$ cat src/rtl/alu_pkg.sv
// Shared definitions for the ALU command driver: opcodes, default widths and FSM states.
package alu_pkg;

  localparam int DEF_WIDTH = 16;
  localparam int DEF_OPW   = 3;

  localparam logic [2:0] OP_ADD = 3'd0;
  localparam logic [2:0] OP_SUB = 3'd1;
  localparam logic [2:0] OP_XOR = 3'd2;
  localparam logic [2:0] OP_AND = 3'd3;
  localparam logic [2:0] OP_OR  = 3'd4;
  localparam logic [2:0] OP_INC = 3'd5;
  localparam logic [2:0] OP_SHL = 3'd6;
  localparam logic [2:0] OP_SHR = 3'd7;

  typedef enum logic [1:0] {
    IDLE = 2'd0,
    EXEC = 2'd1,
    RESP = 2'd2
  } state_t;

endpackage

$ cat src/rtl/alu_cmd_fifo.sv
// Synchronous command FIFO; head entry is visible combinationally on dout.
module alu_cmd_fifo #(
  parameter int W     = 36,
  parameter int DEPTH = 4,
  parameter int CW    = $clog2(DEPTH) + 1
) (
  input  logic          clk,
  input  logic          rst_n,
  input  logic          push,
  input  logic [W-1:0]  din,
  input  logic          pop,
  output logic [W-1:0]  dout,
  output logic          full,
  output logic          empty,
  output logic [CW-1:0] count
);

  localparam int AW = $clog2(DEPTH);

  logic [W-1:0]  mem_r [DEPTH];
  logic [AW-1:0] wr_ptr_r;
  logic [AW-1:0] rd_ptr_r;
  logic [CW-1:0] count_r;
  logic          push_ok_s;
  logic          pop_ok_s;

  assign full      = (count_r == CW'(DEPTH));
  assign empty     = (count_r == {CW{1'b0}});
  assign count     = count_r;
  assign dout      = mem_r[rd_ptr_r];
  // Guard against overflow/underflow even if the caller misbehaves.
  assign push_ok_s = push && !full;
  assign pop_ok_s  = pop && !empty;

  // Pointer and occupancy tracking; pointers wrap naturally at DEPTH.
  always_ff @(posedge clk or negedge rst_n) begin
    if (!rst_n) begin
      wr_ptr_r <= {AW{1'b0}};
      rd_ptr_r <= {AW{1'b0}};
      count_r  <= {CW{1'b0}};
    end else begin
      if (push_ok_s) wr_ptr_r <= wr_ptr_r + AW'(1'b1);
      if (pop_ok_s)  rd_ptr_r <= rd_ptr_r + AW'(1'b1);
      case ({push_ok_s, pop_ok_s})
        2'b10:   count_r <= count_r + CW'(1'b1);
        2'b01:   count_r <= count_r - CW'(1'b1);
        default: count_r <= count_r;
      endcase
    end
  end

  // Storage array write port.
  always_ff @(posedge clk) begin
    if (push_ok_s) mem_r[wr_ptr_r] <= din;
  end

endmodule

$ cat src/rtl/alu_cmd_driver.sv
// Initiator for a combinational ALU: queues commands, drives registered operands,
// captures the result and returns it over a valid/ready response stream.
module alu_cmd_driver
  import alu_pkg::*;
#(
  parameter int WIDTH = DEF_WIDTH,
  parameter int OPW   = DEF_OPW,
  parameter int DEPTH = 4
) (
  input  logic             clk,
  input  logic             rst_n,
  input  logic             cmd_valid,
  output logic             cmd_ready,
  input  logic [OPW-1:0]   cmd_opcode,
  input  logic [WIDTH-1:0] cmd_a,
  input  logic [WIDTH-1:0] cmd_b,
  input  logic             cmd_chain,
  output logic [OPW-1:0]   alu_opcode,
  output logic [WIDTH-1:0] alu_a,
  output logic [WIDTH-1:0] alu_b,
  input  logic [WIDTH-1:0] alu_result,
  output logic             rsp_valid,
  input  logic             rsp_ready,
  output logic [WIDTH-1:0] rsp_data,
  output logic [OPW-1:0]   rsp_opcode,
  output logic             busy
);

  localparam int EW = OPW + 2 * WIDTH + 1;
  localparam int CW = $clog2(DEPTH) + 1;

  state_t           state_r;
  state_t           state_s;
  logic             load_s;
  logic             cap_s;
  logic             done_s;
  logic [WIDTH-1:0] acc_r;
  logic [EW-1:0]    head_s;
  logic             fifo_full;
  logic             fifo_empty;
  logic [CW-1:0]    fifo_count;

  alu_cmd_fifo #(.W(EW), .DEPTH(DEPTH), .CW(CW)) u_fifo (
    .clk   (clk),
    .rst_n (rst_n),
    .push  (cmd_valid && !fifo_full),
    .din   ({cmd_opcode, cmd_a, cmd_b, cmd_chain}),
    .pop   (load_s),
    .dout  (head_s),
    .full  (fifo_full),
    .empty (fifo_empty),
    .count (fifo_count)
  );

  assign cmd_ready = !fifo_full;
  assign busy      = (state_r != IDLE) || !fifo_empty;

  // Next-state logic; load_s pops the FIFO head into the ALU operand registers.
  always_comb begin
    state_s = state_r;
    load_s  = 1'b0;
    cap_s   = 1'b0;
    done_s  = 1'b0;
    case (state_r)
      IDLE: begin
        if (!fifo_empty) begin
          load_s  = 1'b1;
          state_s = EXEC;
        end else begin
          state_s = IDLE;
        end
      end
      EXEC: begin
        cap_s   = 1'b1;
        state_s = RESP;
      end
      RESP: begin
        if (rsp_valid && rsp_ready) begin
          done_s = 1'b1;
          if (!fifo_empty) begin
            load_s  = 1'b1;
            state_s = EXEC;
          end else begin
            state_s = IDLE;
          end
        end else begin
          state_s = RESP;
        end
      end
      default: state_s = IDLE;
    endcase
  end

  // State, ALU operand, accumulator and response registers.
  always_ff @(posedge clk or negedge rst_n) begin
    if (!rst_n) begin
      state_r    <= IDLE;
      alu_opcode <= {OPW{1'b0}};
      alu_a      <= {WIDTH{1'b0}};
      alu_b      <= {WIDTH{1'b0}};
      acc_r      <= {WIDTH{1'b0}};
      rsp_valid  <= 1'b0;
      rsp_data   <= {WIDTH{1'b0}};
      rsp_opcode <= {OPW{1'b0}};
    end else begin
      state_r <= state_s;
      if (load_s) begin
        alu_opcode <= head_s[EW-1 -: OPW];
        alu_a      <= head_s[0] ? acc_r : head_s[2*WIDTH -: WIDTH];
        alu_b      <= head_s[WIDTH -: WIDTH];
      end
      if (cap_s) begin
        rsp_data   <= alu_result;
        acc_r      <= alu_result;
        rsp_opcode <= alu_opcode;
        rsp_valid  <= 1'b1;
      end else if (done_s) begin
        rsp_valid  <= 1'b0;
      end
    end
  end

endmodule

$ cat config.mk
export PLATFORM = sky130hd
export DESIGN_NAME = alu_cmd_driver
export DESIGN_NICKNAME = d
export VERILOG_FILES = /design/src/rtl/alu_pkg.sv /design/src/rtl/alu_cmd_fifo.sv /design/src/rtl/alu_cmd_driver.sv
export SDC_FILE = /design/constraint.sdc
export NUM_CORES = 1
export LEC_CHECK = 0
export CAP_MARGIN = 20
export CORE_MARGIN = 3
export CORE_UTILIZATION = 58
export CTS_CLUSTER_DIAMETER = 120
export DETAILED_ROUTE_END_ITERATION = 10
export PLACE_DENSITY = 0.84
export SYNTH_ARGS = -nofsm -noshare
export SYNTH_HDL_FRONTEND = slang
export SYNTH_SLANG_ARGS = --single-unit
export TNS_END_PERCENT = 20
$ cat constraint.sdc
create_clock -name clk -period 6.3 [get_ports clk]
set_input_delay 1.26 -clock clk [delete_from_list [all_inputs] [get_ports clk]]
set_output_delay 1.26 -clock clk [all_outputs]
set_load 0.01 [all_outputs]
### Word level (Yosys, flattened, before mapping)

Memories as Yosys holds them, arrays and structs flattened.
Cells that the tools add are included.

* add/sub/neg operators: 4
* eq/ne operators: 5
* muxes and demuxes: 15
* reductions and logical operators: 12

Operators by type and width (number)
* $mux 16: 1
* $mux 1: 10
* $pmux 2 s3: 1
* $pmux 3 s2: 1
* $reduce_bool 2->1: 3
* $add 2x1->2 const B: 2
* $eq 2x1->1 const B: 2
* $eq 2x2->1 const B: 2
* $logic_and 1x1->1: 4
* $add 3x1->3 const B: 1
* $eq 3x3->1 const B: 1
* $logic_not 3->1: 1
* $sub 3x1->3 const B: 1
* $logic_not 1->1: 2
* $logic_not 2->1: 1
* $mux 2: 1
* $pmux 1 s2: 1
* $logic_or 1x1->1: 1

* register bits after elaboration: 64
* memory bits (writable): 144
* output and inout port bits: 57
* word-level logic and storage cells: 47
* memories: 1

Memory list
* u_fifo.mem_r: depth 4, bits a word 36, read ports 1, clocked after memory_dff 0, wr ports 1, RTL line alu_cmd_fifo.sv:20 `logic [W-1:0] mem_r [DEPTH];`

### Longest topological paths before layout

* depth in word-level cells: 7
* depth in mapped cells: 8
* mapped depth without buffers: 8

### Hierarchy

Synthesis repeated with hierarchy kept, for this count alone.

* cell total of the unflattened synthesis: 371
* area, all modules: 8055.2 um2

Modules (own cells, without submodules)
* alu_cmd_fifo: times used 1, cells each 225, area each 5635.4 um2
* alu_cmd_driver: times used 1, cells each 146, area each 2419.8 um2

### Worst setup path after synthesis

OpenSTA, ideal clock, no wires.

* kind: input to register
* from: input rsp_ready
* to: register u_fifo.count_r[1], in the netlist u_fifo.count[1]
* library setup time: 0.125 ns
* arrival time: 2.957 ns
* slack: 3.218 ns
* stages: 6
* buffers on the path: 1
* cells stage by stage: a21boi_0 -> nor3_2 -> buf_4 -> ha_1 -> fa_1 -> mux2_2

* word-level cells in the longest chain between the ends: 6

Ends and longest elaborated chain
* from (decl): RTL line alu_cmd_driver.sv:23 `input logic rsp_ready,`
* $logic_and 1x1->1 (*): RTL line alu_cmd_driver.sv:78 `if (rsp_valid && rsp_ready) begin`
* $mux 1 (*): RTL line alu_cmd_driver.sv:78
* $pmux 1 s2 (*): RTL line alu_cmd_driver.sv:64 `case (state_r)`
* $logic_and 1x1->1 (*): RTL line alu_cmd_fifo.sv:33 `assign pop_ok_s = pop && !empty;`
* named net u_fifo.pop_ok_s: RTL line alu_cmd_fifo.sv:25 `logic pop_ok_s;`
* $eq 2x1->1 or $eq 2x2->1 (tied branches): RTL line alu_cmd_fifo.sv:44 `case ({push_ok_s, pop_ok_s})`
* $pmux 3 s2 or $reduce_bool 2->1 (tied branches)
* to (signal assigned): RTL line alu_cmd_fifo.sv:45 `2'b10: count_r <= count_r + CW'(1'b1);`
* to (signal assigned): RTL line alu_cmd_fifo.sv:46 `2'b01: count_r <= count_r - CW'(1'b1);`
* to (signal assigned): RTL line alu_cmd_fifo.sv:47 `default: count_r <= count_r;`
* to (decl): RTL line alu_cmd_fifo.sv:23 `logic [CW-1:0] count_r;`

Mark *: on every way through the listed nets, which the timed path passes. The rest lies on a longest branch.
A chain may end at the register's enable or synchronous reset.

### Worst setup path after layout

* from: register u_fifo.count_r[1], in the netlist u_fifo.count[1]
* to: output busy

* word-level cells in the longest chain between the ends: 3

Ends and longest elaborated chain
* from (signal assigned): RTL line alu_cmd_fifo.sv:40 `count_r <= {CW{1'b0}};`
* from (signal assigned): RTL line alu_cmd_fifo.sv:45
* from (signal assigned): RTL line alu_cmd_fifo.sv:46
* $logic_not 3->1: RTL line alu_cmd_fifo.sv:28 `assign empty = (count_r == {CW{1'b0}});`
* $logic_not 1->1: RTL line alu_cmd_driver.sv:56 `assign busy = (state_r != IDLE) || !fifo_empty;`
* $logic_or 1x1->1: RTL line alu_cmd_driver.sv:56
* to (decl): RTL line alu_cmd_driver.sv:26 `output logic busy`

Every way passes these cells.

==> results.sh <==
export IMPL_fp_dieW_um=123.4
export IMPL_drt_wl_total_um=14860
export IMPL_track_usage_pct=20.48
export IMPL_viasPerCell=5.666
export IMPL_hpwl_um=8495
export IMPL_synthesis_area_um2=8000
export IMPL_insertion_delay_ps=490
export IMPL_rsz0062_at_grt="false"
export IMPL_worstPathRequired_ps=5040
export IMPL_cts_sinks=208
export IMPL_die_height_um=123.4
export IMPL_drcViolationCount=0
export IMPL_ant_nets=0
export IMPL_power_density_nw_per_um2=525.8
export IMPL_cts_buffers=21
export IMPL_holdBufCountCts=0
export IMPL_n_fill_cell=807
export IMPL_clkTransAtPathRegs_ps=60
export IMPL_initial_core_util_pct=59.94
export IMPL_swShare_pct=28.38
export IMPL_max_cap_viol_count=0
export IMPL_fmax_ghz=0.2996
export IMPL_drtPass1Iterations=4
export IMPL_syn_nets=428
export IMPL_io_buffers=112
export IMPL_critical_path_class="flip-flop to output pin"
export IMPL_internal_power_uw=3742
export IMPL_avgRoutedWirePerCell_um=21.85
export IMPL_layout_commonest_cell="edfxtp_1"
export IMPL_min_path_type="flip-flop to flip-flop"
export IMPL_first_iter_violations=147
export IMPL_crit_fanout=4
export IMPL_ys_warnings_count=0
export IMPL_min_period_ps=3338
export IMPL_htree_levels=1
export IMPL_setup_slack_ps=2962
export IMPL_drv_slew=0
export IMPL_switchingPower_uw=1483
export IMPL_place_ws_ps=2472
export IMPL_cts_setup_buffers=0
export IMPL_comb_power_share_pct=35.1
export IMPL_synth_cells=366
export IMPL_final_hold_viol_count=0
export IMPL_yosysUniqueCellTypes=28
export IMPL_area_growth_pct=24.21
export IMPL_layout_common_cells="edfxtp_1 (144), clkdlybuf4s50_1 (111), dfrtp_1 (62)"
export IMPL_post_route_period_util_pct=52.98
export IMPL_yosysSeqAreaShare_pct=74.07
export IMPL_cp_end_kind="output pin"
export IMPL_rows=42
export IMPL_vias=3853
export IMPL_cts_repair_resized=0
export IMPL_worst_pin_slew_ps=1015
export IMPL_overflow=0
export IMPL_peakVddDrop_mv=0.3049
export IMPL_fin_skew_ps=11.84
export IMPL_place_congestion=0.6749
export IMPL_ys_ff_latch=208
export IMPL_coreArea_um2=13350
export IMPL_final_net_count=551
export IMPL_status="finished clean"
export IMPL_die_area_um2=15240
export IMPL_grt_pass1_vias=4213
export IMPL_seq_power_share_pct=41.9
export IMPL_postLayoutCoreUtil_pct=74.45
export IMPL_worstSetupStartpointType="flip-flop"
export IMPL_pin_count=113
export IMPL_cts_max_path_buffers=3
export IMPL_antenna_cells=0
export IMPL_grt_antenna_before_repair=0
export IMPL_setup_tns_final_ps=0
export IMPL_whs_ps=501.0
export IMPL_grt_pass1_wl_um=23150
export IMPL_clock_power_share_pct=22.9
export IMPL_cts_root_buf="clkbuf_16"
export IMPL_setup_viol=0
export IMPL_grt_max_degree=65
export IMPL_slew_headroom_pct=32.35
export IMPL_syn_avg_cell_area_um2=21.86
export IMPL_drive_above_1_share_pct=29.56
export IMPL_cts_tree="built"
export IMPL_cellLeakagePower_uw=0.003581
export IMPL_arrival_ps=2080
-- power groups by stage --
stage,clock (µW),sequential [µW],combinational [µW]
after floorplan,0,2160,1210
after global placement,0,2190,1770
after detailed placement,0,2220,1840
after CTS,1230,2200,1870
after global routing,1270,2250,1970
final,1200,2190,1840
-- through the flow --
step	power [µW]	instances	area [µm²]
after floorplan	3371	366	8000
after global placement	3967	642	9266
after detailed placement	4061	642	9266
after CTS	5293	680	9937
after global routing	5491	680	9937
final	5225	680	9937
-- critical path: stages, from the launching register on --
cell             delay, ps
dfrtp_1                420
nor3_1                 570
nand2_1                100
clkdlybuf4s50_1        510
-- per-layer routing --
layer  vias up  track usage (%)  routed length, µm
met3        22            4.437               1012
li1       1700                -                  -
met5         -                0                  0
met2       125            35.34               7505
met4         0            4.775                284
met1      2006            27.05               6056
-- sequential cells by signal (all words and copies together) (netlist names) --
register	count
u_fifo.rd_ptr_r	2
state_r	2
u_fifo.wr_ptr_r	2
u_fifo.count	3
u_fifo.mem_r	144
alu_opcode	3
acc_r	16
alu_a	16
rsp_opcode	3
alu_b	16
rsp_valid	1
-- Yosys cell counts --
| cell type | instances | area, µm² |
|---|---|---|
| xor2_1 | 3 | 26.28 |
| nor2b_1 | 2 | 12.51 |
| edfxtp_1 | 144 | 4324 |
| nor3_1 | 2 | 10.01 |
| ha_1 | 5 | 62.56 |
| clkbuf_1 | 2 | 7.510 |
| a21o_1 | 1 | 7.510 |
| nor3_2 | 1 | 10.01 |
| buf_2 | 4 | 20.02 |
| mux2_4 | 20 | 300.3 |
| buf_1 | 2 | 7.510 |
| dfrtp_1 | 64 | 1602 |
| nor2_1 | 3 | 11.26 |
| buf_6 | 3 | 33.78 |
| or3b_1 | 1 | 8.760 |
| a21oi_1 | 1 | 5.000 |
| and2_1 | 1 | 6.260 |
| mux4_2 | 36 | 810.8 |
| xnor2_1 | 3 | 26.28 |
| inv_1 | 3 | 11.26 |
| buf_12 | 1 | 20.02 |
| nor4b_1 | 1 | 8.760 |
| and3_1 | 4 | 25.02 |
| buf_4 | 3 | 22.52 |
| mux2_2 | 52 | 585.6 |
| fa_1 | 1 | 20.02 |
| a21boi_0 | 1 | 7.510 |
| nand2_1 | 2 | 7.510 |
-- final timing paths --
path                                                startpoint                              to  slack, ps  cells past startpoint
min in group asynchronous                                rst_n           alu_a[10]$_DFFE_PN0N_        900                      1
worst min-delay path               u_fifo.count[2]$_DFFE_PN0P_     u_fifo.count[2]$_DFFE_PN0P_        500                      1
worst max register to register  u_fifo.rd_ptr_r[0]$_DFFE_PN0P_            alu_a[9]$_DFFE_PN0N_       3440                      4
worst min register to register     u_fifo.count[2]$_DFFE_PN0P_     u_fifo.count[2]$_DFFE_PN0P_        500                      1
max in group asynchronous                                rst_n  u_fifo.rd_ptr_r[1]$_DFFE_PN0P_       4790                      1
worst max-delay path               u_fifo.count[1]$_DFFE_PN0P_                            busy       2960                      3
-- cell type report --
| cell class | instances | area, µm² | area share, % |
|---|---|---|---|
| clock buffers | 28 | 571.8 | 5.754 |
| flip-flops and latches | 208 | 5928 | 59.66 |
| well taps | 176 | 220.2 | 2.216 |
| clock inverters | 10 | 98.84 | 0.9947 |
| repair buffers | 115 | 1141 | 11.48 |
| inverters | 3 | 11.26 | 0.1133 |
| multi-input cells | 140 | 1966 | 19.78 |
-- logic make-up after synthesis --
group | share of synthesized area, %
buf+inv | 1.533
mux | 21.21
flops | 74.07
fa+ha+maj | 1.032
simple gates | 1.251
xor+xnor | 0.6570
compound gates | 0.2502
No activity file was read; power rests on OpenSTA's default activity.
==> edit 1 (same flow settings) <==
`DEPTH` is set to 4 in 2 places; all go to 16.
--- a/src/rtl/alu_cmd_fifo.sv
+++ b/src/rtl/alu_cmd_fifo.sv
@@ -2,5 +2,5 @@
 module alu_cmd_fifo #(
   parameter int W     = 36,
-  parameter int DEPTH = 4,
+  parameter int DEPTH = 16,
   parameter int CW    = $clog2(DEPTH) + 1
 ) (
--- a/src/rtl/alu_cmd_driver.sv
+++ b/src/rtl/alu_cmd_driver.sv
@@ -6,5 +6,5 @@
   parameter int WIDTH = DEF_WIDTH,
   parameter int OPW   = DEF_OPW,
-  parameter int DEPTH = 4
+  parameter int DEPTH = 16
 ) (
   input  logic             clk,
Check against the original RTL: not equivalent (a bounded check fails within 10 cycles, from zero or initial values and one cycle with rst_n low).
==> edit 1 against the original RTL <==
- wire length grew to 3.9 times the old value
- synthesized area rose to 3.1 times the old value
- first-iteration DRC count grew to 11 times the old value
- cell area grew to 2.9 times the old value
- power grew to 2.6 times the old value
- setup slack worse by 0.15 ns
- clock power increased to 2.9 times the old value
- core utilization decreased by 6.6 points
- synthesized cell count grew to 3.1 times the old value
- sequential power grew to 2.6 times the old value
- sequential cell count is 438 higher
==> edit 1: results (changes against the original RTL) <==
metric;value;unit;change
peak ir drop on the vdd network;0.000406;V;+33%
Switching Fraction;31.0;%;+2.7 points
count of cells along the worst register-to-register path;6;;+2
pin count of the biggest net entering global routing;69;;+6.2%
FFs w/ async S/R, synth;10.8;%;-20 points
utilization after layout;67.9;%;-6.6 points
DR vias;12500;;+230%
R2R Setup Slk;2.81;ns;-0.63 ns
metal2 WL;28.8;mm;+280%
total global-route track usage;26.2;%;+5.7 points
Iter 0 DRT Violations;1626;;+1000%
proportion of cell area occupied by registers;66.8;%;+7.1 points
Hold WS;0.472;ns;-0.0287 ns
Adder-Cell Fraction of Synth Area;0.536;%;-0.50 points
register area share after synthesis;77.0;%;+2.9 points
Net Count, Synth;1216;;+180%
hold path cells;2;;+1
end point of the critical path;alu_a[2];;
Buffers, non-clock;139;;+21%
number of antenna violations at the first check in global routing;2;;+2
final std cells w/o fill;1880;;+180%
Clock Buffer Count;84;;+200%
Synth Register Bits;646;;+210%
met2 Usage GRT;42.3;%;+7.0 points
diode count;1;;+1
proportion of synthesized area in mux cells;16.5;%;-4.7 points
clock-cell share of area;6.65;%;-0.10 points
clock latency at the later pin of the worst-skew pair;0.63;ns;+0.14 ns
Met3 Wirelength;4.98;mm;+390%
total number of multi-input combinational cells;432;;+210%
delay of the slowest cell on the worst path;1.05;ns;+0.48 ns
Worst Setup Slack post-DPL;1.97;ns;-0.500 ns
number of inverters outside the clock class in the layout;9;;+6
met1 Usage GRT;35.9;%;+8.9 points
status;finished clean;;
placer congestion estimate;0.774;;+15%
highest net fanout along the worst path;68;;+64
post-synthesis compound-gate area fraction;1.68;%;+1.4 points
number of filler cells placed in the layout;2443;;+200%
most frequent cells after synthesis;sky130_fd_sc_hd__edfxtp_1, sky130_fd_sc_hd__mux4_2, sky130_fd_sc_hd__nand2_1;;
Syn Area/Cell;21.5;um2;-1.5%
DP HPWL;29.0;mm;+240%
==> edit 1: changes by cell type in the layout (fill, tap and decap cells not counted), sizes merged, moves of 12 or more <==
| cell | before | now |
|---|---|---|
| mux2 | 72 | 19 |
| buf | 4 | 28 |
| a31oi | 0 | 15 |
| mux2i | 0 | 19 |
| mux4 | 36 | 163 |
| clkbuf | 28 | 84 |
| nand2 | 2 | 88 |
| edfxtp | 144 | 576 |
| a211oi | 0 | 15 |
| nor2 | 3 | 31 |
| a211o | 0 | 16 |
| clkinv | 7 | 19 |
| nor2b | 2 | 19 |
==> edit 1: power by group through the flow <==
| stage | Sequential [mW] | Clock [mW] | Combinational (mW) |
|---|---|---|---|
| 4_1_cts | 5.86 | 3.55 | 4.08 |
| 3_5_place_dp | 5.91 | 0 | 3.99 |
| 6_report | 5.80 | 3.50 | 4.15 |
| 5_1_grt | 5.86 | 3.70 | 4.44 |
| 2_1_floorplan | 5.66 | 0 | 2.78 |
| 3_3_place_gp | 5.87 | 0 | 3.83 |
==> edit 2 (same settings) <==
Made on the original files. Re-encode `state_t` (3 states) as one-hot, 3 bits wide.
--- a/src/rtl/alu_pkg.sv
+++ b/src/rtl/alu_pkg.sv
@@ -14,8 +14,8 @@
   localparam logic [2:0] OP_SHR = 3'd7;
 
-  typedef enum logic [1:0] {
-    IDLE = 2'd0,
-    EXEC = 2'd1,
-    RESP = 2'd2
+  typedef enum logic [2:0] {
+    IDLE = 3'b001,
+    EXEC = 3'b010,
+    RESP = 3'b100
   } state_t;
 
Function: same outputs for any inputs over 4 cycles, from zero or initial values and one cycle with rst_n low; so few cycles prove little.
==> edit 2 against the original RTL <==
- sequential cell count rose by 1
- global-route usage down 1.5 points
- clock skew is essentially flat
- count of clock-buffer cells in the layout rose by 6
- setup slack got worse by 0.19 ns
- synthesized area is 1.7% higher
- wire length fell by 2.2%
- register-to-register slack gained 0.02 ns
- power increased by 2.4%
- die area grew 1.7%
- cell area up 2.2%
- critical path depth grew 7
- critical endpoint is now u_fifo.count[2]
- largest cell class unchanged
==> edit 2: results (changes against the original RTL) <==
metric;value;unit;change
status;finished clean;;
Met3 Wirelength;933;um;-7.8%
global routing met3 resource utilization;4.80;%;+0.37 points
reg-to-reg critical path endpoint;alu_a[5];;
worst path arrival time;3.93;ns;+1.85 ns
combinational share of power;34.2;%;-0.9 points
CP top delay family;buffers and inverters;;
biggest area contributors in the synthesized netlist;sky130_fd_sc_hd__edfxtp_1, sky130_fd_sc_hd__dfrtp_1, sky130_fd_sc_hd__mux4_2;;
Syn Area/Cell;21.4;um2;-2.3%
pin count of the biggest net entering global routing;66;;+1.5%
sequential share of power;41.3;%;-0.6 points
WL met1;6.10;mm;+0.68%
DR vias;3929;;+2.0%
delay of the slowest cell on the worst path;0.53;ns;-0.04 ns
number of distinct library cells after synthesis;33;;+18%
proportion of synthesized area in mux cells;21.2;%;+0.038 points
share of the synthesized netlist area taken by xor and xnor gates;0.753;%;+0.096 points
metal2 WL;7.31;mm;-2.7%
actual slew at the worst max-slew pin;1.02;ns;+0.00208 ns
FFs w/ async S/R, synth;31.1;%;+0.33 points
diode count;0;;unchanged
R2R Setup Slk;3.46;ns;+0.02 ns
post-placement cell count;656;;+2.2%
number of global-route vias before repair;4282;;+1.6%
Inserted Clock Buffers;22;;+4.8%
Net Count, Synth;443;;+3.5%
startpoint-to-endpoint class of the critical path;primary input to register;;
worst-case clock skew;0.0118;ns;-0.0000541 ns
Avg Vias per Cell;5.65;;-0.37%
total global-route track usage;19.0;%;-1.5 points
layout cells sized above 1;29.0;%;-0.53 points
NumNets Final;566;;+2.7%
Adder-Cell Fraction of Synth Area;1.01;%;-0.018 points
register area share after synthesis;73.1;%;-0.94 points
Internal Power;3.86;mW;+3.1%
master of the slowest instance on the critical path;sky130_fd_sc_hd__buf_4;;
DP HPWL;8.69;mm;+2.3%
post-synthesis compound-gate area fraction;0.922;%;+0.67 points
Iter 0 DRT Violations;184;;+25%
most frequent cells after synthesis;sky130_fd_sc_hd__edfxtp_1, sky130_fd_sc_hd__dfrtp_1, sky130_fd_sc_hd__mux2_2;;
wirelength, routed;14.5;mm;-2.2%
Placed Area;9400;um2;+1.4%
Leakage;3.71;nW;+3.6%
peak ir drop on the vdd network;0.000357;V;+17%
Worst Setup Slack post-DPL;2.27;ns;-0.207 ns
minimum setup slack in the final design;2.77;ns;-0.190 ns
number of filler cells placed in the layout;758;;-6.1%
==> edit 2: layout make-up <==
type / instances / area (um2) / share of cell area (%)
timing repair buffer: 116 / 1150 / 11.3
multi-input combinational: 145 / 2040 / 20.1
clock buffer: 34 / 677 / 6.67
clock inverter: 6 / 82.6 / 0.813
inverter: 10 / 37.5 / 0.370
tap: 176 / 220 / 2.17
sequential: 209 / 5950 / 58.6
==> edit 2: worst min-delay path by stage <==
stage               startpoint               to  slack, ns  depth (start not counted)
2_1_floorplan  u_fifo.count[2]  u_fifo.count[2]       0.45                          1
3_3_place_gp   u_fifo.count[2]  u_fifo.count[2]       0.48                          1
3_5_place_dp   u_fifo.count[2]  u_fifo.count[2]       0.49                          1
4_1_cts        u_fifo.count[2]  u_fifo.count[2]       0.50                          1
5_1_grt               alu_a[2]         alu_a[2]       0.53                          1
6_report       u_fifo.count[2]  u_fifo.count[2]       0.50                          1
